--- config.mk ---
export PLATFORM = sky130hd
export DESIGN_NAME = sid_dac_serializer
export DESIGN_NICKNAME = d
export VERILOG_FILES = /design/src/rtl/sid_pkg.sv /design/src/rtl/sid_dac_tick_gen.sv /design/src/rtl/sid_dac_serializer.sv
export SDC_FILE = /design/constraint.sdc
export NUM_CORES = 1
export LEC_CHECK = 0
export CAP_MARGIN = 40
export CORE_ASPECT_RATIO = 1.4
export CORE_MARGIN = 8
export CORE_UTILIZATION = 40
export DETAILED_ROUTE_END_ITERATION = 8
export GPL_TIMING_DRIVEN = 0
export HOLD_SLACK_MARGIN = 0.12
export RECOVER_POWER = 25
export SLEW_MARGIN = 10
export SYNTH_ARGS = -nofsm -noshare
export SYNTH_HDL_FRONTEND = slang
export SYNTH_HIERARCHICAL = 1
export SYNTH_SLANG_ARGS = --single-unit
--- constraint.sdc ---
create_clock -name clk_i -period 5.6 [get_ports clk_i]
set_clock_uncertainty 0.05 [all_clocks]
set_input_delay 1.68 -clock clk_i [delete_from_list [all_inputs] [get_ports clk_i]]
set_output_delay 1.68 -clock clk_i [all_outputs]
set_load 0.02 [all_outputs]
--- src/rtl/sid_pkg.sv ---
// Shared types and MCP49xx config-field constants for the SID serial DAC path.
package sid_pkg;

  typedef enum logic [1:0] {
    IDLE  = 2'd0,
    SHIFT = 2'd1,
    CS_HI = 2'd2,
    LATCH = 2'd3
  } state_t;

  // Bit positions in the full 16-bit MCP49xx command word
  localparam int MCP_AB_BIT   = 15;
  localparam int MCP_BUF_BIT  = 14;
  localparam int MCP_GA_BIT   = 13;
  localparam int MCP_SHDN_BIT = 12;

  // The same fields, relative to the 4-bit config nibble prepended to a 12-bit sample
  localparam int MCP_CFG_W    = 4;
  localparam int MCP_CFG_AB   = MCP_AB_BIT   - 12;
  localparam int MCP_CFG_BUF  = MCP_BUF_BIT  - 12;
  localparam int MCP_CFG_GA   = MCP_GA_BIT   - 12;
  localparam int MCP_CFG_SHDN = MCP_SHDN_BIT - 12;

  function automatic logic [MCP_CFG_W-1:0] mcp_cfg(input logic ab, input logic buffered,
                                                    input logic ga, input logic shdn);
    logic [MCP_CFG_W-1:0] c;
    c               = '0;
    c[MCP_CFG_AB]   = ab;
    c[MCP_CFG_BUF]  = buffered;
    c[MCP_CFG_GA]   = ga;
    c[MCP_CFG_SHDN] = shdn;
    return c;
  endfunction

endpackage

--- src/rtl/sid_dac_tick_gen.sv ---
// Bit-clock tick generator: one-cycle tick every div+1 cycles while enabled.
// Divider is captured on clear so a frame keeps its timing; no backpressure.
module sid_dac_tick_gen #(
  parameter int DIV_W = 8
) (
  input  logic             clk_i,
  input  logic             rst_i,
  input  logic             en_i,
  input  logic             clr_i,
  input  logic [DIV_W-1:0] div_i,
  output logic             tick_o
);

  logic [DIV_W-1:0] cnt;
  logic [DIV_W-1:0] div_q;

  assign tick_o = en_i && !clr_i && (cnt == '0);

  always_ff @(posedge clk_i or posedge rst_i) begin
    if (rst_i) begin
      cnt   <= '0;
      div_q <= '0;
    end else if (clr_i) begin
      cnt   <= div_i;
      div_q <= div_i;
    end else if (en_i) begin
      if (cnt == '0) cnt <= div_q;
      else           cnt <= cnt - 1'b1;
    end
  end

endmodule

--- src/rtl/sid_dac_serializer.sv ---
// Multi-channel MCP49xx-style serial DAC driver: one holding register, one shifter per line.
// Frame = (2*WORD_W+3)*(div+1) cycles + 1 idle; ready drops while a sample is pending.
module sid_dac_serializer
  import sid_pkg::*;
#(
  parameter int CHANNELS = 2,
  parameter int SAMPLE_W = 12,
  parameter int WORD_W   = 16,
  parameter int DIV_W    = 8
) (
  input  logic                         clk_i,
  input  logic                         rst_i,
  input  logic [CHANNELS*SAMPLE_W-1:0] sample_i,
  input  logic                         sample_valid_i,
  output logic                         sample_ready_o,
  input  logic [CHANNELS*(WORD_W-SAMPLE_W)-1:0] cfg_i,
  input  logic [DIV_W-1:0]             div_i,
  input  logic                         msb_first_i,
  input  logic                         continuous_i,
  input  logic                         clr_underrun_i,
  output logic                         dac_clk_o,
  output logic [CHANNELS-1:0]          dac_dat_o,
  output logic                         dac_csb_o,
  output logic                         dac_leb_o,
  output logic                         busy_o,
  output logic                         underrun_o,
  output logic [CHANNELS*SAMPLE_W-1:0] sample_raw_o
);

  localparam int CFG_W = WORD_W - SAMPLE_W;
  localparam int PH_W  = $clog2(2 * WORD_W);
  localparam logic [PH_W-1:0] PH_LAST = PH_W'(2 * WORD_W - 1);

  state_t                             state;
  logic [PH_W-1:0]                    ph;
  logic                               pending;
  logic [CHANNELS*SAMPLE_W-1:0]       hold_q;
  logic [CHANNELS*SAMPLE_W-1:0]       last_q;
  logic [CHANNELS*SAMPLE_W-1:0]       src;
  logic [CHANNELS-1:0][WORD_W-1:0]    shifter;
  logic [CHANNELS-1:0][WORD_W-1:0]    word;
  logic                               msb_q;
  logic                               tick;
  logic                               start;

  assign src            = pending ? hold_q : last_q;
  assign start          = (state == IDLE) && (pending || continuous_i);
  assign sample_ready_o = !pending;
  assign busy_o         = (state != IDLE);

  always_comb begin
    word = '0;
    for (int ch = 0; ch < CHANNELS; ch++) begin
      word[ch] = {cfg_i[ch*CFG_W +: CFG_W], src[ch*SAMPLE_W +: SAMPLE_W]};
    end
  end

  sid_dac_tick_gen #(
    .DIV_W (DIV_W)
  ) u_tick (
    .clk_i  (clk_i),
    .rst_i  (rst_i),
    .en_i   (busy_o),
    .clr_i  (start),
    .div_i  (div_i),
    .tick_o (tick)
  );

  always_ff @(posedge clk_i or posedge rst_i) begin
    if (rst_i) begin
      state        <= IDLE;
      ph           <= '0;
      pending      <= 1'b0;
      hold_q       <= '0;
      last_q       <= '0;
      shifter      <= '0;
      msb_q        <= 1'b0;
      dac_clk_o    <= 1'b0;
      dac_dat_o    <= '0;
      dac_csb_o    <= 1'b1;
      dac_leb_o    <= 1'b1;
      underrun_o   <= 1'b0;
      sample_raw_o <= '0;
    end else begin
      // Accept requires !pending and transfer requires pending, so they never collide
      if (sample_valid_i && !pending) begin
        hold_q  <= sample_i;
        pending <= 1'b1;
      end
      if (clr_underrun_i) underrun_o <= 1'b0;

      case (state)
        IDLE: begin
          if (start) begin
            state        <= SHIFT;
            ph           <= '0;
            dac_clk_o    <= 1'b0;
            dac_csb_o    <= 1'b0;
            msb_q        <= msb_first_i;
            sample_raw_o <= src;
            if (pending) begin
              pending <= 1'b0;
              last_q  <= hold_q;
            end else begin
              underrun_o <= 1'b1;
            end
            for (int ch = 0; ch < CHANNELS; ch++) begin
              if (msb_first_i) begin
                dac_dat_o[ch] <= word[ch][WORD_W-1];
                shifter[ch]   <= {word[ch][WORD_W-2:0], 1'b0};
              end else begin
                dac_dat_o[ch] <= word[ch][0];
                shifter[ch]   <= {1'b0, word[ch][WORD_W-1:1]};
              end
            end
          end
        end

        SHIFT: begin
          if (tick) begin
            if (!ph[0]) begin
              dac_clk_o <= 1'b1;
            end else begin
              // Falling edge presents the next bit; after the last one the shifter is empty
              dac_clk_o <= 1'b0;
              for (int ch = 0; ch < CHANNELS; ch++) begin
                if (msb_q) begin
                  dac_dat_o[ch] <= shifter[ch][WORD_W-1];
                  shifter[ch]   <= {shifter[ch][WORD_W-2:0], 1'b0};
                end else begin
                  dac_dat_o[ch] <= shifter[ch][0];
                  shifter[ch]   <= {1'b0, shifter[ch][WORD_W-1:1]};
                end
              end
            end
            if (ph == PH_LAST) begin
              state     <= CS_HI;
              dac_csb_o <= 1'b1;
              ph        <= '0;
            end else begin
              ph <= ph + 1'b1;
            end
          end
        end

        CS_HI: begin
          if (tick) begin
            state     <= LATCH;
            dac_leb_o <= 1'b0;
          end
        end

        LATCH: begin
          if (tick) begin
            if (ph == '0) begin
              ph <= PH_W'(1);
            end else begin
              ph        <= '0;
              dac_leb_o <= 1'b1;
              state     <= IDLE;
            end
          end
        end

        default: state <= IDLE;
      endcase
    end
  end

endmodule

---- Word level (Yosys, flattened, before mapping) ----
Cells that the tools add are included.
storage, ports and cells
  logic and storage cells ................. 102
  output and inout bits ................... 32
  bits in registers ....................... 111
cells by class
  add/sub/neg operators ................... 2
  reductions and logical operators ........ 22
  mux-type cells .......................... 52
  equality and inequality tests ........... 11
operators by type and width
  kind                 count
  $mux 32              3
  $mux 16              4
  $pmux 32 s2          1
  $mux 24              1
  $mux 8               3
  $mux 1               21
  $mux 5               4
  $mux 2               9
  $reduce_and 4->1     4
  $pmux 5 s3           1
  $ne 2x2->1 const B   6
  $logic_not 8->1      1
  $pmux 2 s4           1
  $reduce_bool 2->1    4
  $sub 8x1->8 const B  1
  $pmux 1 s2           3
  $reduce_and 6->1     1
  $add 5x1->5 const B  1
  $eq 5x5->1 const B   1
  $logic_not 5->1      1
  $eq 2x2->1 const B   2
  $logic_and 1x1->1    4
  $pmux 2 s2           1
  $reduce_and 3->1     1
  other kinds (7)      8

---- Longest topological paths before layout ----
Gate-level depths: netlist of run 1.
  depth after elaboration ................. 7
  gate-level depth with buffers ........... 13
  mapped depth without buffers ............ 10

---- Hierarchy ----
Netlist of run 1, hierarchy kept.
by module, submodules not included
  module              seq. area each (um2)  area an instance (um2)  cells an instance  instances
  sid_dac_serializer  2,379.8               4,797.1                 415                1
  sid_dac_tick_gen    400.4                 887.1                   87                 1

---- Worst setup path after synthesis of run 1 ----
No wires, ideal clock.
  path type ............................... input -> register
  start ................................... in continuous_i
  end ..................................... reg ph[3]
  cell stages on the path ................. 9
  setup slack ............................. 1.793 ns
  buffers on the path ..................... 1
  data arrival time ....................... 3.661 ns
  cell sequence ........................... o21ai_1 -> inv_1 -> nand2b_1 -> clkbuf_1 -> nor2_1 -> inv_1 -> a2111o_1 -> or2_0 -> o31ai_1
on the way
  longest elaborated chain between the ends .. 7
  elaborated cells between the ends (all ways) .. 9
  those cells by class .................... eq/ne (3); reduce/logical (6)
ends and longest elaborated chain
  what                              RTL line                   text
  start, declared                   sid_dac_serializer.sv:19   input logic continuous_i,
  $logic_or 1x1->1 *                sid_dac_serializer.sv:47   assign start = (state == IDLE) && (pending || continuous_i);
  $logic_and 1x1->1 *               sid_dac_serializer.sv:47
  named net start                   sid_dac_serializer.sv:44   logic start;
  $logic_not 1->1 *                 sid_dac_tick_gen.sv:17     assign tick_o = en_i && !clr_i && (cnt == '0);
  $logic_and 1x1->1 * (2 in a row)  sid_dac_tick_gen.sv:17
  named net tick                    sid_dac_serializer.sv:43   logic tick;
  $ne 2x2->1 (no line)              n/a
  $reduce_and 4->1 (no line) *      n/a
  end signal, assigned              sid_dac_serializer.sv:141  ph <= ph + 1'b1;
  end, declared                     sid_dac_serializer.sv:35   logic [PH_W-1:0] ph;
The timed path passes the listed nets; every way through them passes the cells marked *.
A chain may end at the register's enable or synchronous reset.

---- Final worst setup path of run 1 ----
  start ................................... in continuous_i
  end ..................................... reg shifter[16] (netlist bit)
on the way
  longest elaborated chain between the ends .. 7
  elaborated cells between the ends (all ways) .. 8
  those cells by class .................... eq/ne (2); reduce/logical (6)
ends and longest elaborated chain
  what                            RTL line                   text
  $logic_or 1x1->1                sid_dac_serializer.sv:47
  $logic_and 1x1->1               sid_dac_serializer.sv:47
  named net start                 sid_dac_serializer.sv:44
  $logic_not 1->1                 sid_dac_tick_gen.sv:17
  $logic_and 1x1->1 (2 in a row)  sid_dac_tick_gen.sv:17
  named net tick                  sid_dac_serializer.sv:43
  $ne 2x2->1 (no line)            n/a
  $reduce_and 4->1 (no line)      n/a
  end signal, assigned by index   sid_dac_serializer.sv:110  shifter[ch] <= {word[ch][WORD_W-2:0], 1'b0};
  end signal, assigned by index   sid_dac_serializer.sv:113  shifter[ch] <= {1'b0, word[ch][WORD_W-1:1]};
  end signal, assigned by index   sid_dac_serializer.sv:129  shifter[ch] <= {shifter[ch][WORD_W-2:0], 1'b0};
  end, declared                   sid_dac_serializer.sv:40   logic [CHANNELS-1:0][WORD_W-1:0] shifter;
The timed path passes the listed nets, and every way through them passes these cells.

==> flow_summary.json, run 1 <==
{
  "status": "finished, violations left",
  "violations": "max-capacitance violations, max-slew violations",
  "drc": 0,
  "layoutNonFillerInstCount": 781,
  "synth_ff_type": "dfrtp_1",
  "cap_violations": 1,
  "timing.rr.end": "shifter[16]",
  "max-vdd-ir-drop_mv": 0.143,
  "num-fill-cells": 1336,
  "synthArstFlopShare": 1.00,
  "endpoint_kind": "register",
  "seq_area_frac_synth": 0.489,
  "grtUsageTotal": 0.163,
  "yosys_register_bits": 111,
  "post_cts_buffers": 0,
  "rr_worst_depth": 12,
  "grt_overflow": 0,
  "grt_pass1_vias": 4518,
  "ant_nets": 0,
  "relSlewSlack": -0.285,
  "min-delay-start": "u_tick/div_q[4]",
  "syn_nets": 557,
  "dp_hpwl_mm": 10.6,
  "totalWireLength_mm": 14.4,
  "drt-pass1-iter-count": 6,
  "io_pins": 78,
  "grt_max_degree": 55,
  "hp-class": "reg -> reg",
  "cts_tree": "built",
  "antenna_found_initial": 0,
  "core_um2": 13900,
  "fin_area_um2": 7020,
  "crit_type": "in -> reg",
  "grtUsageMet1": 0.198,
  "grt_setup_unrepaired": "no",
  "port_buffers": 77,
  "num_rows": 51,
  "required_ns": 5.76,
  "grt_pass1_wl_mm": 23.5,
  "clk_pin_slew_ns": 0.08,
  "cts_resized": 0,
  "cp_max_fo": 10,
  "cpMaxStageDelayCell": "o21ai_1",
  "worst_pin_slew_ns": 1.92,
  "max_stage_delay_ns": 0.55,
  "grt_use_met3": 0.0345,
  "netlist_area_um2": 5680,
  "crit_family": "buffers and inverters",
  "regArea_um2": 2780,
  "cts_buffer_depth": 2,
  "die_x_um": 117,
  "slew_violations": 42,
  "multi_input_area_um2": 2690,
  "cts_sinks": 111,
  "die_y_um": 157,
  "htree_levels": 3,
  "fin_hold_ws_ns": 0.460,
  "r2r_start": "pending",
  "cp.arrival_ns": 4.81,
  "fin_crit_sh": 0.829,
  "top_usage_layer": "met2",
  "drive_above_1_share": 0.245,
  "wl_per_cell_um": 18.5,
  "hold_viol_final": 0,
  "start_kind": "input pin",
  "placed_cell_area_um2": 6720,
  "drt_iter0_markers": 392,
  "clk_root_buffer_cell": "clkbuf_16",
  "hold_path_depth": 1,
  "grt_use_met2": 0.275,
  "cts_made_buffers": 9,
  "avgSynthCellArea_um2": 11.3,
  "crit_chain": "clkdlybuf4s50_1 > o21ai_1 > inv_1 > nand2b_1 > clkbuf_1 > nor2_1 > nand2_1 > a211oi_1 > buf_2 > buf_1 > a21oi_1",
  "r2r_slack_ns": 1.47,
  "power.total_mw": 1.87,
  "finalNetCount": 646,
  "initial_core_util": 0.409,
  "min_to": "u_tick/div_q[4]",
  "vias_per_cell": 5.52,
  "synth-edff-count": 0,
  "fmax_mhz": 215,
  "area_delta_synth_final_pct": 23.4,
  "place_inst": 765,
  "powerDensity_nw_per_um2": 267,
  "fin_crit_ns": 4.64,
  "synth_cells": 502,
  "synth_cell_types": 46,
  "clock_latency_ns": 0.36,
  "fin_setup_tns_ns": 0,
  "die-area_um2": 18300,
  "finalSetupViolCount": 0,
  "gp_congestion": 0.843,
  "num_vias": 4314,
  "yosysWarnings": 6,
  "diodes": 0,
  "cts_hold_buf": 0,
  "power.leakage_nw": 3.04,
  "critPathBufInv": 5
}
[layout by cell type (no fill, tap or decap), drive strengths merged, types with 2 or more instances in the layout]
cell           instances
buf                   16
dfstp                  2
nand3                  3
a22oi                  9
clkbuf                27
nor2                  54
a32oi                  2
a21oi                 34
inv                   20
nor3b                  3
or3                    4
ha                     9
nand2                 19
a211oi                 5
xor2                   2
a222oi                19
mux2i                 10
mux2                 109
nand2b                 3
o31ai                  6
clkinvlp               2
dfrtp                109
and3                   2
a31oi                  7
clkdlybuf4s50         76
o21ai                 15
nor2b                  8
or4                    3
o21a                   2
[final cells by class]
| class | instances | share of cell area |
|---|---|---|
| buffer | 33 | 0.0201 |
| inverter | 17 | 0.00927 |
| tap | 185 | 0.0330 |
| clock buffer | 9 | 0.0321 |
| timing repair buffer | 78 | 0.114 |
| multi-input combinational | 341 | 0.384 |
| sequential | 111 | 0.396 |
| clock inverter | 7 | 0.0119 |
[flip-flops by register name (all words and copies together), names as in the netlist, 2 cells and up]
| signal | flops |
|---|---|
| dac_dat_o | 2 |
| hold_q | 24 |
| last_q | 24 |
| ph | 5 |
| shifter | 32 |
| state | 2 |
| u_tick/cnt | 8 |
| u_tick/div_q | 8 |
[synthesized netlist by cell type (4+ instances only)]
cell	instances	area [um2]
dfrtp_1	109	2730
nor2_1	54	203
buf_2	14	70.1
a31oi_1	7	43.8
nand2_1	19	71.3
nor2b_1	8	50.1
inv_1	17	63.8
a211oi_1	5	37.5
ha_1	9	113
mux2i_1	10	100
or3_1	4	25.0
o21ai_0	14	70.1
o31ai_1	4	30.0
clkbuf_1	14	52.6
a21oi_1	34	170
mux2_2	109	1230
a22oi_1	9	67.6
a222oi_1	19	190
[worst register-to-register path: cells and delay by family (launching register included)]
family                 cells  cell delay, ns
AO/OA/AOI/OAI              3            1.07
buffers and inverters      6            1.77
flip-flops                 1            0.45
AND/OR/NAND/NOR            3            0.65
[power by group]
group | internal [mW] | leakage (nW) | switching, mW | total (mW)
Sequential | 0.873 | 1.39 | 0.0499 | 0.923
Clock | 0.356 | 0.149 | 0.323 | 0.679
Combinational | 0.148 | 1.50 | 0.121 | 0.269
Total | 1.38 | 3.04 | 0.493 | 1.87
[worst max-delay path by stage]
stage	from	depth (start not counted)	slack, ns	to
2_1_floorplan	rst_i	1	1.40	dac_clk_o
3_3_place_gp	rst_i	2	-0.15	hold_q[14]
3_5_place_dp	continuous_i	11	0.59	shifter[16]
4_1_cts	continuous_i	11	0.95	shifter[16]
5_1_grt	continuous_i	11	0.65	shifter[16]
6_report	continuous_i	11	0.96	shifter[16]
[per-layer routing]
metal | wire length (um) | part of all wire | vias up
li1 | - | - | 2022
met1 | 6160 | 0.43 | 2145
met2 | 7380 | 0.51 | 130
met3 | 685 | 0.047 | 17
met4 | 225 | 0.016 | 0
met5 | 0 | 0 | -
[through the flow]
stage / util / setup slack [ns]
floorplan: - / 1.40
global placement: 0.481 / -0.151
detailed placement: 0.483 / 0.589
CTS: 0.505 / 0.947
global route: 0.504 / 0.653
finish: 0.504 / 0.957
[kinds of logic (layout without fill, tap and decap cells)]
group | count (synthesis) | after routing | synth area share
muxes | 119 | 119 | 0.234
DFF | 111 | 111 | 0.489
AOI/OAI and AO/OA | 106 | 106 | 0.130
and+or+nand+nor | 104 | 104 | 0.0858
buffers and inverters | 50 | 144 | 0.0374
adders and majority gates | 9 | 9 | 0.0198
xor gates and xnor gates | 3 | 3 | 0.00462
(Power assumes the default switching activity.)
==> run 2: changes to the inputs <==
==> constraint.sdc (replaced) <==
create_clock -name clk_i -period 4.8 [get_ports clk_i]
set_clock_uncertainty 0.05 [all_clocks]
set_input_delay 1.44 -clock clk_i [delete_from_list [all_inputs] [get_ports clk_i]]
set_output_delay 1.44 -clock clk_i [all_outputs]
set_load 0.02 [all_outputs]
==> results of run 2 <==
Same layout as run 1 (identical final DEF). Status: finished, violations left: max-capacitance violations, max-slew violations.
Among the figures that moved: setup slack after placement 0.589 ns -> 0.0294 ns; setup slack after layout 0.957 ns -> 0.397 ns; register-to-register setup slack 1.47 ns -> 0.67 ns; total power 1.87 mW -> 2.18 mW; worst IR drop on VDD 0.143 mV -> 0.166 mV
